==> src/rtl/muldiv_ctrl_if.sv <==
// Bundle of EX-stage request signals and HI/LO results exchanged with the
// iterative multiply/divide sequencer.
interface muldiv_ctrl_if #(
  parameter int XLEN = 32
);
  logic            start;
  logic [1:0]      op;
  logic [XLEN-1:0] src_a;
  logic [XLEN-1:0] src_b;
  logic            mthi;
  logic            mtlo;
  logic            rd_req;
  logic            flush;
  logic            busy;
  logic            stall;
  logic            done;
  logic            div_zero;
  logic [XLEN-1:0] hi_num;
  logic [XLEN-1:0] lo_num;

  modport master (
    output start, op, src_a, src_b, mthi, mtlo, rd_req, flush,
    input  busy, stall, done, div_zero, hi_num, lo_num
  );

  modport slave (
    input  start, op, src_a, src_b, mthi, mtlo, rd_req, flush,
    output busy, stall, done, div_zero, hi_num, lo_num
  );
endinterface

==> src/rtl/muldiv_ctrl.sv <==
// Iterative MULT/MULTU/DIV/DIVU sequencer owning HI/LO: one operand bit per cycle,
// sign fix-up in a final cycle, and EX-stage stall generation while in flight.
module muldiv_ctrl #(
  parameter int XLEN  = 32,
  parameter int CNT_W = 5
) (
  input logic          clk,
  input logic          rst_n,
  muldiv_ctrl_if.slave bus
);
  typedef enum logic [1:0] {
    S_IDLE = 2'd0,
    S_MUL  = 2'd1,
    S_DIV  = 2'd2,
    S_FIX  = 2'd3
  } state_e;

  localparam logic [CNT_W-1:0] CNT_LAST = CNT_W'(XLEN - 1);
  localparam logic [XLEN-1:0]  ZERO_X   = {XLEN{1'b0}};

  function automatic logic [XLEN-1:0] neg_if(input logic [XLEN-1:0] v, input logic en);
    if (en) begin
      neg_if = ~v + {{(XLEN-1){1'b0}}, 1'b1};
    end else begin
      neg_if = v;
    end
  endfunction

  state_e            state_q, state_d;
  logic [CNT_W-1:0]  cnt_q, cnt_d;
  logic [2*XLEN-1:0] acc_q, acc_d;
  logic [XLEN-1:0]   opa_q, opa_d, opb_q, opb_d;
  logic [XLEN-1:0]   hi_q, hi_d, lo_q, lo_d;
  logic              neg_quo_q, neg_quo_d, neg_rem_q, neg_rem_d;
  logic              is_div_q, is_div_d, done_q, done_d, dz_q, dz_d;

  logic              is_signed_s, busy_s, div_ge_s;
  logic [XLEN:0]     mul_sum_s, div_shift_s;
  logic [XLEN-1:0]   rem_sub_s;
  logic [2*XLEN-1:0] prod_s;

  assign is_signed_s = ~bus.op[0];
  // acc holds {partial product, remaining multiplier} or {remainder, dividend/quotient}
  assign mul_sum_s   = {1'b0, acc_q[2*XLEN-1:XLEN]} +
                       (acc_q[0] ? {1'b0, opa_q} : {(XLEN+1){1'b0}});
  assign div_shift_s = {acc_q[2*XLEN-1:XLEN], acc_q[XLEN-1]};
  assign div_ge_s    = (div_shift_s >= {1'b0, opb_q});
  assign rem_sub_s   = div_shift_s[XLEN-1:0] - opb_q;
  assign prod_s      = neg_quo_q ? (~acc_q + {{(2*XLEN-1){1'b0}}, 1'b1}) : acc_q;

  assign busy_s       = (state_q != S_IDLE);
  assign bus.busy     = busy_s;
  assign bus.stall    = busy_s & (bus.start | bus.mthi | bus.mtlo | bus.rd_req);
  assign bus.done     = done_q;
  assign bus.div_zero = dz_q;
  assign bus.hi_num   = hi_q;
  assign bus.lo_num   = lo_q;

  // Next-state and datapath update for the sequencer.
  always_comb begin
    state_d   = state_q;
    cnt_d     = cnt_q;
    acc_d     = acc_q;
    opa_d     = opa_q;
    opb_d     = opb_q;
    hi_d      = hi_q;
    lo_d      = lo_q;
    neg_quo_d = neg_quo_q;
    neg_rem_d = neg_rem_q;
    is_div_d  = is_div_q;
    done_d    = 1'b0;
    dz_d      = dz_q;
    if (bus.flush) begin
      state_d = S_IDLE;
      cnt_d   = {CNT_W{1'b0}};
    end else begin
      case (state_q)
        S_IDLE: begin
          if (bus.mthi) begin
            hi_d = bus.src_a;
          end else begin
            hi_d = hi_q;
          end
          if (bus.mtlo) begin
            lo_d = bus.src_a;
          end else begin
            lo_d = lo_q;
          end
          if (bus.start) begin
            opa_d     = (is_signed_s & bus.src_a[XLEN-1]) ? neg_if(bus.src_a, 1'b1) : bus.src_a;
            opb_d     = (is_signed_s & bus.src_b[XLEN-1]) ? neg_if(bus.src_b, 1'b1) : bus.src_b;
            neg_quo_d = is_signed_s & (bus.src_a[XLEN-1] ^ bus.src_b[XLEN-1]);
            neg_rem_d = is_signed_s & bus.src_a[XLEN-1];
            is_div_d  = bus.op[1];
            acc_d     = {ZERO_X, bus.op[1] ? opa_d : opb_d};
            cnt_d     = {CNT_W{1'b0}};
            state_d   = bus.op[1] ? S_DIV : S_MUL;
          end else begin
            state_d = S_IDLE;
          end
        end
        S_MUL, S_DIV: begin
          if (state_q == S_MUL) begin
            acc_d = {mul_sum_s, acc_q[XLEN-1:1]};
          end else if (div_ge_s) begin
            acc_d = {rem_sub_s, acc_q[XLEN-2:0], 1'b1};
          end else begin
            acc_d = {div_shift_s[XLEN-1:0], acc_q[XLEN-2:0], 1'b0};
          end
          if (cnt_q == CNT_LAST) begin
            state_d = S_FIX;
            cnt_d   = {CNT_W{1'b0}};
          end else begin
            cnt_d = cnt_q + {{(CNT_W-1){1'b0}}, 1'b1};
          end
        end
        S_FIX: begin
          if (!is_div_q) begin
            hi_d = prod_s[2*XLEN-1:XLEN];
            lo_d = prod_s[XLEN-1:0];
          end else if (opb_q == ZERO_X) begin
            // Divide by zero returns the original dividend in HI.
            hi_d = neg_if(opa_q, neg_rem_q);
            lo_d = {XLEN{1'b1}};
            dz_d = 1'b1;
          end else begin
            hi_d = neg_if(acc_q[2*XLEN-1:XLEN], neg_rem_q);
            lo_d = neg_if(acc_q[XLEN-1:0], neg_quo_q);
            dz_d = 1'b0;
          end
          done_d  = 1'b1;
          state_d = S_IDLE;
        end
        default: begin
          state_d = S_IDLE;
          cnt_d   = {CNT_W{1'b0}};
        end
      endcase
    end
  end

  // State and datapath registers.
  always_ff @(posedge clk or negedge rst_n) begin
    if (!rst_n) begin
      state_q   <= S_IDLE;
      cnt_q     <= {CNT_W{1'b0}};
      acc_q     <= {(2*XLEN){1'b0}};
      opa_q     <= ZERO_X;
      opb_q     <= ZERO_X;
      hi_q      <= ZERO_X;
      lo_q      <= ZERO_X;
      neg_quo_q <= 1'b0;
      neg_rem_q <= 1'b0;
      is_div_q  <= 1'b0;
      done_q    <= 1'b0;
      dz_q      <= 1'b0;
    end else begin
      state_q   <= state_d;
      cnt_q     <= cnt_d;
      acc_q     <= acc_d;
      opa_q     <= opa_d;
      opb_q     <= opb_d;
      hi_q      <= hi_d;
      lo_q      <= lo_d;
      neg_quo_q <= neg_quo_d;
      neg_rem_q <= neg_rem_d;
      is_div_q  <= is_div_d;
      done_q    <= done_d;
      dz_q      <= dz_d;
    end
  end
endmodule

==> src/flat_wrapper.sv <==
// flat-port wrapper written by rule: the top's interface ports become plain ports
module muldiv_ctrl_flat 
#(
  parameter int XLEN  = 32,
  parameter int CNT_W = 5
)
  (clk, rst_n, bus_start, bus_op, bus_src_a, bus_src_b, bus_mthi, bus_mtlo, bus_rd_req, bus_flush, bus_busy, bus_stall, bus_done, bus_div_zero, bus_hi_num, bus_lo_num);
  muldiv_ctrl_if #(.XLEN(XLEN)) bus_i ();
  input logic clk;
  input logic rst_n;
  input wire logic [$bits(bus_i.start)-1:0] bus_start;
  input wire logic [$bits(bus_i.op)-1:0] bus_op;
  input wire logic [$bits(bus_i.src_a)-1:0] bus_src_a;
  input wire logic [$bits(bus_i.src_b)-1:0] bus_src_b;
  input wire logic [$bits(bus_i.mthi)-1:0] bus_mthi;
  input wire logic [$bits(bus_i.mtlo)-1:0] bus_mtlo;
  input wire logic [$bits(bus_i.rd_req)-1:0] bus_rd_req;
  input wire logic [$bits(bus_i.flush)-1:0] bus_flush;
  output wire logic [$bits(bus_i.busy)-1:0] bus_busy;
  output wire logic [$bits(bus_i.stall)-1:0] bus_stall;
  output wire logic [$bits(bus_i.done)-1:0] bus_done;
  output wire logic [$bits(bus_i.div_zero)-1:0] bus_div_zero;
  output wire logic [$bits(bus_i.hi_num)-1:0] bus_hi_num;
  output wire logic [$bits(bus_i.lo_num)-1:0] bus_lo_num;
  assign bus_i.start = bus_start;
  assign bus_i.op = bus_op;
  assign bus_i.src_a = bus_src_a;
  assign bus_i.src_b = bus_src_b;
  assign bus_i.mthi = bus_mthi;
  assign bus_i.mtlo = bus_mtlo;
  assign bus_i.rd_req = bus_rd_req;
  assign bus_i.flush = bus_flush;
  assign bus_busy = bus_i.busy;
  assign bus_stall = bus_i.stall;
  assign bus_done = bus_i.done;
  assign bus_div_zero = bus_i.div_zero;
  assign bus_hi_num = bus_i.hi_num;
  assign bus_lo_num = bus_i.lo_num;
  muldiv_ctrl #(.XLEN(XLEN), .CNT_W(CNT_W)) u_core (.clk(clk), .rst_n(rst_n), .bus(bus_i));
endmodule
==> config.mk <==
export PLATFORM = sky130hd
export DESIGN_NAME = muldiv_ctrl_flat
export DESIGN_NICKNAME = d
export VERILOG_FILES = /design/src/rtl/muldiv_ctrl_if.sv /design/src/rtl/muldiv_ctrl.sv /design/src/flat_wrapper.sv
export SDC_FILE = /design/constraint.sdc
export NUM_CORES = 1
export LEC_CHECK = 0
export BUFFER_PORTS_ARGS = -buffer_cell sky130_fd_sc_hd__buf_2
export CORE_MARGIN = 3
export CORE_UTILIZATION = 37
export CTS_CLUSTER_SIZE = 25
export DETAILED_ROUTE_END_ITERATION = 8
export RECOVER_POWER = 50
export SLEW_MARGIN = 0
export SYNTH_ARGS = -nofsm -noshare
export SYNTH_HDL_FRONTEND = slang
export SYNTH_SLANG_ARGS = --single-unit
==> constraint.sdc <==
create_clock -name clk -period 5.17 [get_ports clk]
set_input_delay 0 -clock clk [delete_from_list [all_inputs] [get_ports clk]]
set_output_delay 0 -clock clk [all_outputs]
set_load 0.1 [all_outputs]
---- After elaboration in Yosys (flattened, before gate mapping) ----
Cells that the tools add are included.
storage, ports and cells
  register bits after elaboration ......... 204
  bits of input ports ..................... 73
  word-level logic and storage cells ...... 92
cells by class
  add/subtract/negate cells ............... 9
  magnitude comparators ................... 1
  eq/ne operators ......................... 9
  mux-type cells .......................... 32
  bitwise operators ....................... 16
  reductions and logical operators ........ 13
operator list
  operator                                       count
  2-to-1 mux 32 bit                              13
  2-to-1 mux 64 bit                              4
  adder 32 x 1 -> 32 bit, second input constant  5
  NOT 32 bit                                     5
  one-hot mux 32 bit (2 select lines)            2
  one-hot mux 64 bit (2 select lines)            1
  adder 64 x 1 -> 64 bit, second input constant  1
  NOT 64 bit                                     1
  adder 32 x 33 -> 33 bit                        1
  greater-or-equal comparator 33 x 32 -> 1 bit   1
  zero test 32 bit                               1
  subtractor 32 bit                              1
  2-to-1 mux 5 bit                               3
  AND reduction 3 bit                            5
  one-hot mux 5 bit (2 select lines)             1
  2-to-1 mux 2 bit                               4
  inequality test 2 bit, second input constant   3
  one-hot mux 2 bit (3 select lines)             1
  nonzero test 2 bit                             3
  adder 5 x 1 -> 5 bit, second input constant    1
  == test 5 bit, second input constant           1
  AND 1 bit                                      4
  == test 2 bit, second input constant           2
  2-to-1 mux 1 bit                               3
  10 further kinds                               13

---- Depth between registers and ports, before layout ----
Gate-level depths: netlist of run 1.
  depth in word-level cells ............... 6
  depth in mapped cells ................... 15
  gate-level depth less buffers ........... 14

---- Least setup slack after synthesis of run 1 ----
No wires, ideal clock.
  path type ............................... flip-flop to flip-flop
  from .................................... reg u_core.opa_q[0]
  to ...................................... reg u_core.hi_q[28] (netlist: u_core.bus.hi_num[28])
  data arrival time ....................... 3.138 ns
  required time ........................... 5.044 ns
  path slack .............................. 1.906 ns
  cell stages (with the launch flop) ...... 12
  period minus slack after synthesis ...... 3.264 ns
  cells stage by stage .................... dfrtp_1 > inv_1 > ha_1 > or3b_2 > or4_1 > nand2b_4 > or4_4 > or2_1 > o21ai_1 > xor2_1 > a221oi_1 > a221o_1
on the way
  cells in the longest elaborated chain, start to end .. 6
ends and longest elaborated chain
  element                              line                RTL
  start: declaration                   muldiv_ctrl.sv:32   logic [XLEN-1:0] opa_q, opa_d, opb_q, opb_d;
  start signal: assignment             muldiv_ctrl.sv:161  opa_q <= opa_d;
  NOT 32 bit                           muldiv_ctrl.sv:23   neg_if = ~v + {{(XLEN-1){1'b0}}, 1'b1};
  adder 32 x 1 -> 32 bit               muldiv_ctrl.sv:23
  2-to-1 mux 32 bit                    muldiv_ctrl.sv:22   if (en) begin
  2-to-1 mux 32 bit                    muldiv_ctrl.sv:121  end else if (opb_q == ZERO_X) begin
  2-to-1 mux 32 bit                    muldiv_ctrl.sv:118  if (!is_div_q) begin
  one-hot mux 32 bit (2 select lines)  muldiv_ctrl.sv:77   case (state_q)
  end signal: assignment               muldiv_ctrl.sv:163  hi_q <= hi_d;
  end: declaration                     muldiv_ctrl.sv:33   logic [XLEN-1:0] hi_q, hi_d, lo_q, lo_d;
Every way passes these cells.
A chain may end at the register's enable or synchronous reset.

---- Worst setup path in the final report of run 1 ----
  from .................................... reg u_core.acc_q[1]
  to ...................................... reg u_core.hi_q[24] (netlist: u_core.bus.hi_num[24])
on the way
  cells in the longest elaborated chain, start to end .. 5
ends and longest elaborated chain
  element                              line                RTL
  start: declaration                   muldiv_ctrl.sv:31   logic [2*XLEN-1:0] acc_q, acc_d;
  start signal: assignment             muldiv_ctrl.sv:147  acc_q <= {(2*XLEN){1'b0}};
  NOT 64 bit                           muldiv_ctrl.sv:49   assign prod_s = neg_quo_q ? (~acc_q + {{(2*XLEN-1){1'b0}}, 1'b1}) : acc_q;
  adder 64 x 1 -> 64 bit               muldiv_ctrl.sv:49
  2-to-1 mux 64 bit                    muldiv_ctrl.sv:49
  2-to-1 mux 32 bit                    muldiv_ctrl.sv:118
  one-hot mux 32 bit (2 select lines)  muldiv_ctrl.sv:77
Every way passes these cells.

==> metrics.txt, run 1 <==
fin. max-slew vios=115; Worst Hold Slack=40.9 ps; maximum VDD drop=0.000523 V; Cells after Synth=approximately 2,300; initial drt markers=between 1,500 and 2,000; post-synthesis adder-cell area fraction=0.0552; most common cell after layout, fill and taps aside=nand2_1; Synth Area in Compound Gates=0.254; clock latency on the worst-skew pair=between 500 and 600 ps; critical path class=flip-flop to flip-flop; syn_area_per_cell=7.77 sq um; Post-DP Area=about 0.019 sq mm; Synth cell types=80; Pre-antenna DRT Iters=5; Port Buffers=140; Clock Path Buffers=3; xor and xnor area share after synthesis=0.114; first-pass GRT wire length=103 mm; Die X=roughly 220 um; CP arrival=about 4200 ps; max_cap viols=1; Area Growth Syn to Fin=13.7%; number of global-route vias before repair=17,347; sequential share of the synthesized area=0.288; RSZ-0062 raised after global routing=no; Worst path max stage delay=480 ps; synthesized cell area=0.0177 sq mm; vias per cell=6.07; Root Driver=clkbuf_16; Initial Utilization=0.378; H-tree levels=1; post-synthesis mux area share=0.0423; Critical Path Slowest Stage Cell=or4b_1; antenna violations before repair=3; ys async rst share=1.00; Num CTS Buffers=24; crit-path max FO=6; largest net degree at the start of global routing=115; remaining antenna violation count=0; layout cells sized above 1=0.0823; Yosys warning total=0; Pleak=8.42 nW; simple-gate share of the synthesized area=0.196; cell total after placement=just under 3,000; DRC viols=0; NumNets Final=between 2,000 and 3,000; Core Area=0.0470 sq mm; WP data required=5630 ps; commonest non-fill, non-tap cells in the layout=nand2_1, o21ai_0, dfrtp_1; number of synthesized register bits=204; number of synthesized flops with an enable pin=0; fmax=267 MHz; post-route cell area=0.0202 sq mm; CTS Sinks=204; Detailed Route WL=68.1 mm; main combinational cell family by area after synthesis=compound AO/OA/AOI/OAI gates; failing checks=max-capacitance violations, max-slew violations; HP Class=input pin to async pin; status=complete, but fails checks; Layout Cells excl Fill=3,002; P per Cell Area=745 mW/mm^2; min Tclk post-route=3750 ps; DIE HEIGHT=225 um; Clk pin slew, worst setup/hold paths=60 ps; number of core rows=79; critical path capture point type=flip-flop; Rel. slew slack=-1.05; ys flop type=dfrtp_1; critical path launch point type=flip-flop; # diodes=0; Fillers=4,700; final number of hold-violating endpoints=0; total track usage=0.261; remaining global-route overflow=0; Final period util=0.726; most numerous cell on the critical path=or2_2; total negative slack=0 ps; die footprint=0.0506 sq mm; Least-Margin Pin Slew=3080 ps; post-CTS setup buffers=0; I/O pin count=141; final setup violation count=0; Mapped Nets=2,431; via count=roughly 18,000; gpl congestion=around 1; CTS tree=yes; hpwl dp=52.3 mm; skew final=9.57 ps; post-DR wirelength/cell=22.7 um; worst-path cell chain=inv_1 > ha_1 > or4b_1 > or2_2 > nor4_1 > nand3_1 > or2_2 > o31ai_1 > xor2_1 > o21ai_0 > a21boi_0
==> logic make-up after synthesis <==
group           Yosys count
compound gates          745
xor+xnor                231
fa+ha+maj                77
buf+inv                 233
flops                   204
mux                      71
simple gates            720
==> power by group <==
group	internal, mW	total (mW)	switching (mW)
clock network	0.991	1.72	0.725
logic	3.13	9.81	6.67
registers	2.30	3.51	1.21
total	6.42	15.0	8.61
==> per-layer routing <==
metal | GRT usage | vias up | part of all wire
li1 | - | 8397 | -
met1 | 0.359 | 8773 | 0.42
met2 | 0.398 | 873 | 0.44
met3 | 0.0547 | 176 | 0.092
met4 | 0.109 | 4 | 0.047
met5 | 0 | - | 0.00040
==> layout make-up <==
cell class	count	area [sq um]	share of cell area
tap	607	759	0.0377
inverter	71	267	0.0132
clock inverter	6	58.8	0.00292
clock buffer	36	707	0.0351
multi-input combinational	1844	11700	0.583
sequential	204	5110	0.253
timing repair buffer	234	1520	0.0752
==> sequential cells by signal, summed over array words and instances (netlist names), 2 cells and up <==
register           flops
u_core.bus.hi_num     32
u_core.cnt_q           5
u_core.acc_q          64
u_core.bus.lo_num     32
u_core.state_q         2
u_core.opb_q          32
u_core.opa_q          32
==> synthesized netlist by cell type (32+ instances only) <==
master,instances,area share
inv_1,71,0.015
nor3_1,33,0.0093
ha_1,75,0.053
and2_1,37,0.013
clkbuf_1,136,0.029
xnor2_1,143,0.071
and3_1,32,0.011
o21ai_0,282,0.080
a21oi_1,182,0.051
o31ai_1,48,0.020
dfrtp_1,204,0.29
nand3_1,36,0.010
xor2_1,88,0.043
mux2i_1,49,0.028
nor2_1,131,0.028
nand2_1,289,0.061
==> path summary, 6_finish.rpt <==
| check | endpoint | depth (start not counted) | slack (ps) | startpoint |
|---|---|---|---|---|
| worst min-delay path | u_core.bus.hi_num[20]$_DFFE_PN0P_ | 2 | 40 | rst_n |
| worst min register to register | u_core.bus.lo_num[23]$_DFFE_PN0P_ | 2 | 480 | u_core.bus.lo_num[23]$_DFFE_PN0P_ |
| min in group clk | u_core.opb_q[24]$_DFFE_PN0P_ | 3 | 80 | bus_src_b[24] |
| worst max-delay path | u_core.bus.hi_num[24]$_DFFE_PN0P_ | 11 | 1420 | u_core.acc_q[1]$_DFFE_PN0P_ |
| max in group asynchronous | u_core.neg_quo_q$_DFFE_PN0P_ | 3 | 1430 | rst_n |
| worst max register to register | u_core.bus.hi_num[24]$_DFFE_PN0P_ | 11 | 1420 | u_core.acc_q[1]$_DFFE_PN0P_ |
==> worst max-delay path: cells and delay by family, from the launching register on <==
family / cells / cell delay, ps
AO/OA/AOI/OAI: 3 / 840
XOR/XNOR: 1 / 110
adder cells (fa/ha/maj): 1 / 210
buffers and inverters: 1 / 150
flip-flops: 1 / 410
AND/OR/NAND/NOR: 5 / 1960
==> metrics by stage <==
| stage | total power [mW] | utilization | worst slack, ps |
|---|---|---|---|
| 2_1_floorplan | 10.6 | - | 1910 |
| 3_3_place_gp | 13.0 | 0.400 | 1510 |
| 3_5_place_dp | 13.1 | 0.400 | 1510 |
| 4_1_cts | 14.9 | 0.431 | 1500 |
| 5_1_grt | 16.0 | 0.429 | 825 |
| 6_report | 15.0 | 0.429 | 1420 |
==> timing repair <==
action                                  CTS  global route
hold endpoints to repair                205             0
hold buffers                             68             0
endpoints found under the setup margin    0             0
gates resized for setup                   0             0
No activity file was read; power rests on OpenSTA's default activity.
==> run 2, diff against run 1 <==
==> constraint.sdc (replaced) <==
create_clock -name clk -period 3.2 [get_ports clk]
set_input_delay 0 -clock clk [delete_from_list [all_inputs] [get_ports clk]]
set_output_delay 0 -clock clk [all_outputs]
set_load 0.1 [all_outputs]
==> run 2 against run 1 <==
  * The run still ends with max-capacitance violations, max-slew violations left
  * Critical path depth decreased by 3
  * Die area unchanged
  * Sequential power up 45%
  * Count of clock-buffer cells in the layout rose by 1
  * Total power grew 78%
  * Global-route usage is 1.9 points higher
  * Non-clock buffer count grew 211
  * Fmax rose by 18%
  * Combinational power up 92%
  * Clock skew increased by 8.8 ps
  * Critical endpoint is now u_core.bus.hi_num[23]$_DFFE_PN0P_
==> metrics.txt, run 2 (same netlist as run 1, synthesis figures left out) <==
Port Buffers=140 (unchanged); Rel. slew slack=-0.570 (+0.483); Core Area=0.0470 sq mm (unchanged); critical path launch point type=flip-flop; sum of buffers and inverters on the critical path=0 (-1); post-DR wirelength/cell=22.6 um (-0.23%); largest net degree at the start of global routing=130 (+13%); Post-DP Area=0.0204 sq mm (+8.5%); CP arrival=3610 ps (-600 ps); most common cell after layout, fill and taps aside=nand2_1; Design Power=26.8 mW (+78%); WP data required=3620 ps (-2010 ps); worst-path cell chain=or4_4 > or4_4 > or4b_4 > or2_4 > o21ai_2 > xnor2_1 > a221oi_2 > nor3_1; Num CTS Buffers=25 (+4.2%); initial drt markers=1,972 (-0.45%); status=complete, but fails checks; critical path class=flip-flop to flip-flop; CP startpoint=u_core.acc_q[11]$_DFFE_PN0P_; number of global-route vias before repair=18,108 (+4.4%); commonest non-fill, non-tap cells in the layout=nand2_1, o21ai_0, buf_4; Area Growth Syn to Fin=25.7%; Initial Utilization=0.378 (unchanged); post-route cell area=0.0223 sq mm (+11%); Layout Cells excl Fill=3,220 (+7.3%); RSZ-0062 raised after global routing=yes; P per Cell Area=1200 mW/mm^2 (+61%); critical path capture point type=flip-flop; via count=18,998 (+4.3%); fmax=314 MHz (+18%); maximum VDD drop=0.000934 V (+79%); die footprint=0.0506 sq mm (unchanged); final core occ=0.475 (+0.0453); crit-path max FO=8 (+2); HP Class=input pin to flip-flop; layout cells sized above 1=0.197 (+0.115); final setup margin=12.0 ps (-1410 ps); CTS tree=yes; Setup WS pre-CTS=-160 ps (-1670 ps); Worst path max stage delay=650 ps (+170 ps); antenna violations before repair=5 (+2); min Tclk post-route=3190 ps (-563 ps); DRC viols=0 (unchanged); Clock Path Buffers=3 (unchanged); H-tree levels=1 (unchanged); gpl congestion=0.998 (+0.77%); cell total after placement=3,095 (+7.0%); Root Driver=clkbuf_16; Clk pin slew, worst setup/hold paths=70 ps (about the same); vias per cell=5.90 (-2.8%); final setup violation count=0 (unchanged); hpwl dp=57.3 mm (+9.5%); Pre-antenna DRT Iters=5 (unchanged); most numerous cell on the critical path=or4_4; skew final=18.4 ps (+8.82 ps); final number of hold-violating endpoints=0 (unchanged); max_cap viols=1 (unchanged); Worst Hold Slack=5.26 ps (-35.7 ps); Least-Margin Pin Slew=2360 ps (-724 ps); CTS Sinks=204 (unchanged); Final period util=0.996 (+0.271); DIE HEIGHT=225 um (unchanged); failing checks=max-capacitance violations, max-slew violations; Largest Register=u_core.acc_q; fin. max-slew vios=83 (-28%); Die X=225 um (unchanged); Critical R2R Launch=u_core.acc_q[11]$_DFFE_PN0P_; total track usage=0.279 (+0.0185); total negative slack=0 ps (unchanged); remaining antenna violation count=0 (unchanged); I/O pin count=141 (unchanged); clock latency on the worst-skew pair=560 ps (+20 ps); number of flip-flops in the largest register=64 (unchanged); first-pass GRT wire length=109 mm (+5.5%); number of core rows=79 (unchanged); Critical Path Slowest Stage Cell=or4b_4; NumNets Final=2,741 (+8.4%); Detailed Route WL=72.8 mm (+7.0%); Pleak=9.62 nW (+14%); remaining global-route overflow=0 (unchanged); min-delay src=bus_src_b[1]; delay-heaviest family, CP=simple AND/OR/NAND/NOR gates
==> run 2: cell types whose count changed in the layout (fill, tap and decap cells not counted), moves of 7 or more <==
cell and change:
a21oi_1 -9, a21oi_2 +8, buf_4 +199, clkbuf_1 -28, ha_2 +7, o21ai_1 +17, o21ai_0 -21, ha_1 -12
buf_2 +27
==> run 2: metal layers <==
layer | track usage | part of all wire | vias to the layer above
li1 | - | - | 8826
met1 | 0.382 | 0.42 | 9242
met2 | 0.434 | 0.45 | 761
met3 | 0.0573 | 0.082 | 167
met4 | 0.110 | 0.044 | 2
met5 | 0 | 0.000096 | -
==> run 2: worst paths after layout <==
path	end	slack (ps)	cells after the start
max	u_core.bus.hi_num[23]$_DFFE_PN0P_	10	8
max in group asynchronous	u_core.acc_q[20]$_DFFE_PN0P_	640	3
max reg2reg	u_core.bus.hi_num[23]$_DFFE_PN0P_	10	8
min reg2reg	u_core.bus.lo_num[1]$_DFFE_PN0P_	480	2
min	u_core.opb_q[1]$_DFFE_PN0P_	5	5
min in group asynchronous	u_core.bus.done$_DFF_PN0_	650	2
==> run 2: power breakdown <==
part	internal (mW)	switching, mW
logic	6.68	12.1
clock network	1.68	1.25
registers	3.72	1.37
total	12.1	14.7
==> run 2: area by class of cell <==
type	instances	area, sq um
inverters	71	267
clock inverters	9	82.6
multi-input cells	1844	12100
well taps	607	759
diodes	3	7.51
fillers	4621	24700
clock buffers	37	741
flip-flops and latches	204	5110
repair buffers	445	3200
==> run 2: worst reg2reg max path: stages, from the launching register on <==
cell	delay, ps
dfrtp_1	390
or4_4	530
or4_4	500
or4b_4	650
or2_4	320
o21ai_2	130
xnor2_1	90
a221oi_2	350
nor3_1	90
==> run 2: timing repair <==
| action | CTS | global route |
|---|---|---|
| pin swaps | 11 | 23 |
| hold endpoints to repair | 191 | 0 |
| hold buffers | 70 | 0 |
| buffers inserted | 3 | 4 |
| gates resized for setup | 14 | 95 |
| endpoints found under the setup margin | 18 | 50 |
==> run 3, diff against run 2 <==
--- a/config.mk
+++ b/config.mk
@@ -10,6 +10,7 @@
 export CORE_UTILIZATION = 37
 export CTS_CLUSTER_SIZE = 25
 export DETAILED_ROUTE_END_ITERATION = 8
+export PLACE_DENSITY = 0.66
 export RECOVER_POWER = 50
 export SLEW_MARGIN = 0
 export SYNTH_ARGS = -nofsm -noshare
==> run 3 against run 2 <==
  * The run ends with max-capacitance violations, max-slew violations, negative setup slack left
  * Clock skew increased by 4.8 ps
  * Non-clock buffer count grew 9
  * Global-route usage up 0.075 points
  * Die area unchanged
  * Sequential power about the same
  * Via count is 1.7% higher
  * Critical path depth rose by 1
  * Sequential share of layout area about the same
  * Clock power decreased by 2%
  * Fmax shrank 1.3%
  * Core utilization grew 0.067 points
  * Flip-flop and latch count unchanged
  * Largest power group unchanged
==> metrics.txt, run 3 (same netlist as run 1, synthesis figures left out) <==
critical path capture point type=flip-flop; die footprint=0.0506 sq mm (unchanged); RSZ-0062 raised after global routing=yes; post-DR wirelength/cell=22.7 um (+0.36%); Initial Utilization=0.378 (unchanged); Pre-antenna DRT Iters=6 (+1); number of core rows=79 (unchanged); vias per cell=5.99 (+1.5%); Root Driver=clkbuf_16; WP data required=3640 ps (+20 ps); crit-path max FO=4 (-4); antenna violations before repair=6 (+1); critical path launch point type=flip-flop; highest metal used=met5; Rel. slew slack=-0.852 (-0.281); CP arrival=3670 ps (+60 ps); gpl congestion=0.998 (about the same); Final period util=1.01 (+0.0130); largest net degree at the start of global routing=110 (-15%); DIE HEIGHT=225 um (unchanged); HP Class=input pin to flip-flop; final setup violation count=1 (+1); Flop pwr share=0.189 (about the same); Least-Margin Pin Slew=2780 ps (+422 ps); layout cells sized above 1=0.198 (+0.000620); most common cell after layout, fill and taps aside=nand2_1; Pleak=9.64 nW (+0.12%); fin. max-slew vios=109 (+31%); max_cap viols=1 (unchanged); CTS tree=yes; Fillers=4,502 (-2.6%); cell total after placement=3,101 (+0.19%); min Tclk post-route=3230 ps (+41.5 ps); status=complete, but fails checks; CTS Sinks=204 (unchanged); wl on met1=30.3 mm (-1.9%); via count=19,323 (+1.7%); maximum VDD drop=0.000852 V (-8.8%); clock share of power=0.106 (-0.003); Layout Cells excl Fill=3,227 (+0.22%); initial drt markers=2,175 (+10%); critical path class=flip-flop to flip-flop; number of flip-flops in the largest register=64 (unchanged); fmax=310 MHz (-1.3%); Largest Register=u_core.acc_q; Core Area=0.0470 sq mm (unchanged); first-pass GRT wire length=110 mm (+1.2%); number of global-route vias before repair=18,630 (+2.9%); P per Cell Area=1210 mW/mm^2 (+0.77%); Clock Path Buffers=3 (unchanged); Psw=14.9 mW (+1.3%); final number of hold-violating endpoints=0 (unchanged); Detailed Route WL=73.3 mm (+0.58%); routed wl met2=32.8 mm (about the same); I/O pin count=141 (unchanged); Port Buffers=140 (unchanged); Clk pin slew, worst setup/hold paths=60 ps (about the same); Area Growth Syn to Fin=25.9%; Cell Int Power=12.1 mW (+0.43%); failing checks=max-capacitance violations, max-slew violations, negative setup slack; H-tree levels=1 (unchanged); hpwl dp=56.7 mm (-1.1%); Num CTS Buffers=25 (unchanged); commonest non-fill, non-tap cells in the layout=nand2_1, o21ai_0, buf_4; NumNets Final=2,750 (+0.33%); Net Sw Frac=0.551 (+0.00214); skew final=23.1 ps (+4.75 ps); remaining global-route overflow=0 (unchanged); Die X=225 um (unchanged); DRC viols=0 (unchanged); clock latency on the worst-skew pair=580 ps (+20 ps); Gate power share=0.705 (+0.004); remaining antenna violation count=0 (unchanged); DR WL met3=6.77 mm (+13%); final setup margin=-29.4 ps (-41.5 ps); final core occ=0.475 (+0.000666); total track usage=0.280 (+0.000749)
## run 3: changes by cell type in the layout (fill, tap and decap cells not counted), moves of 3 or more
cell	change
buf_4	+7
clkbuf_8	-3
a211oi_1	+3
clkinv_2	+3
a21oi_1	+3
a211oi_2	-3
a21oi_2	-3
## run 3: final timing paths
check	from	endpoint	slack [ps]	depth (start not counted)
hold / removal	bus_op[1]	u_core.state_q[1]$_DFFE_PN0P_	60	4
max in group asynchronous	rst_n	u_core.bus.lo_num[16]$_DFFE_PN0P_	470	3
min in group asynchronous	rst_n	u_core.bus.hi_num[6]$_DFFE_PN0P_	860	2
hold reg to reg	u_core.bus.lo_num[2]$_DFFE_PN0P_	u_core.bus.lo_num[2]$_DFFE_PN0P_	490	2
setup reg to reg	u_core.opa_q[16]$_DFFE_PN0P_	u_core.bus.hi_num[28]$_DFFE_PN0P_	-30	9
setup / recovery	u_core.opa_q[16]$_DFFE_PN0P_	u_core.bus.hi_num[28]$_DFFE_PN0P_	-30	9
## run 3: per-layer routing
layer  global-route usage  vias to the layer above
met5                    0                        -
met4                0.107                        6
met3               0.0573                      204
met2                0.442                      939
met1                0.379                     9352
li1                     -                     8822
## run 3: power groups by stage
| stage | Combinational [mW] | Sequential [mW] | Clock (mW) |
|---|---|---|---|
| after floorplan | 9.65 | 7.42 | 0 |
| after global placement | 17.9 | 5.00 | 0 |
| after detailed placement | 18.2 | 5.03 | 0 |
| after CTS | 18.4 | 5.00 | 2.89 |
| after global routing | 20.5 | 5.20 | 2.99 |
| final | 19.1 | 5.11 | 2.86 |
## run 3: layout make-up
| cell class | count | area [sq um] | share of cell area |
|---|---|---|---|
| multi-input combinational | 1844 | 12100 | 0.544 |
| sequential | 204 | 5110 | 0.229 |
| timing repair buffer | 454 | 3240 | 0.145 |
| tap | 607 | 759 | 0.0340 |
| clock buffer | 32 | 692 | 0.0310 |
| inverter | 71 | 267 | 0.0119 |
| clock inverter | 12 | 108 | 0.00482 |
| antenna | 3 | 7.51 | 0.000336 |
## run 3: through the flow
| step | hold slack, ps | area (sq um) | TNS (ps) | power [mW] | worst slack, ps |
|---|---|---|---|---|---|
| finish | 63.6 | 22300 | -29.4 | 27.0 | -29.4 |
| global placement | 203 | 20400 | -448 | 22.9 | -277 |
| floorplan | -296 | 17700 | 0 | 17.1 | 44.6 |
| CTS | 42.3 | 22000 | -41.3 | 26.3 | -41.3 |
| global route | 68.9 | 22300 | -531 | 28.7 | -144 |
| detailed placement | 214 | 20400 | -917 | 23.2 | -270 |
## run 3: timing repair
item / in CTS / in global routing
gates resized for setup: 20 / 91
pin swaps: 12 / 29
hold buffers: 72 / 0
buffers inserted: 4 / 4
hold endpoints to repair: 223 / 0
setup endpoints to repair: 20 / 66
## run 3: worst max-delay path, cell delays in order (launching register included)
cell	delay [ps]
dfrtp_1	380
or4_4	540
or2_4	240
or4_4	430
or4_4	500
or2_4	260
o21ai_4	160
xor2_2	180
a221oi_2	80
a221o_1	330
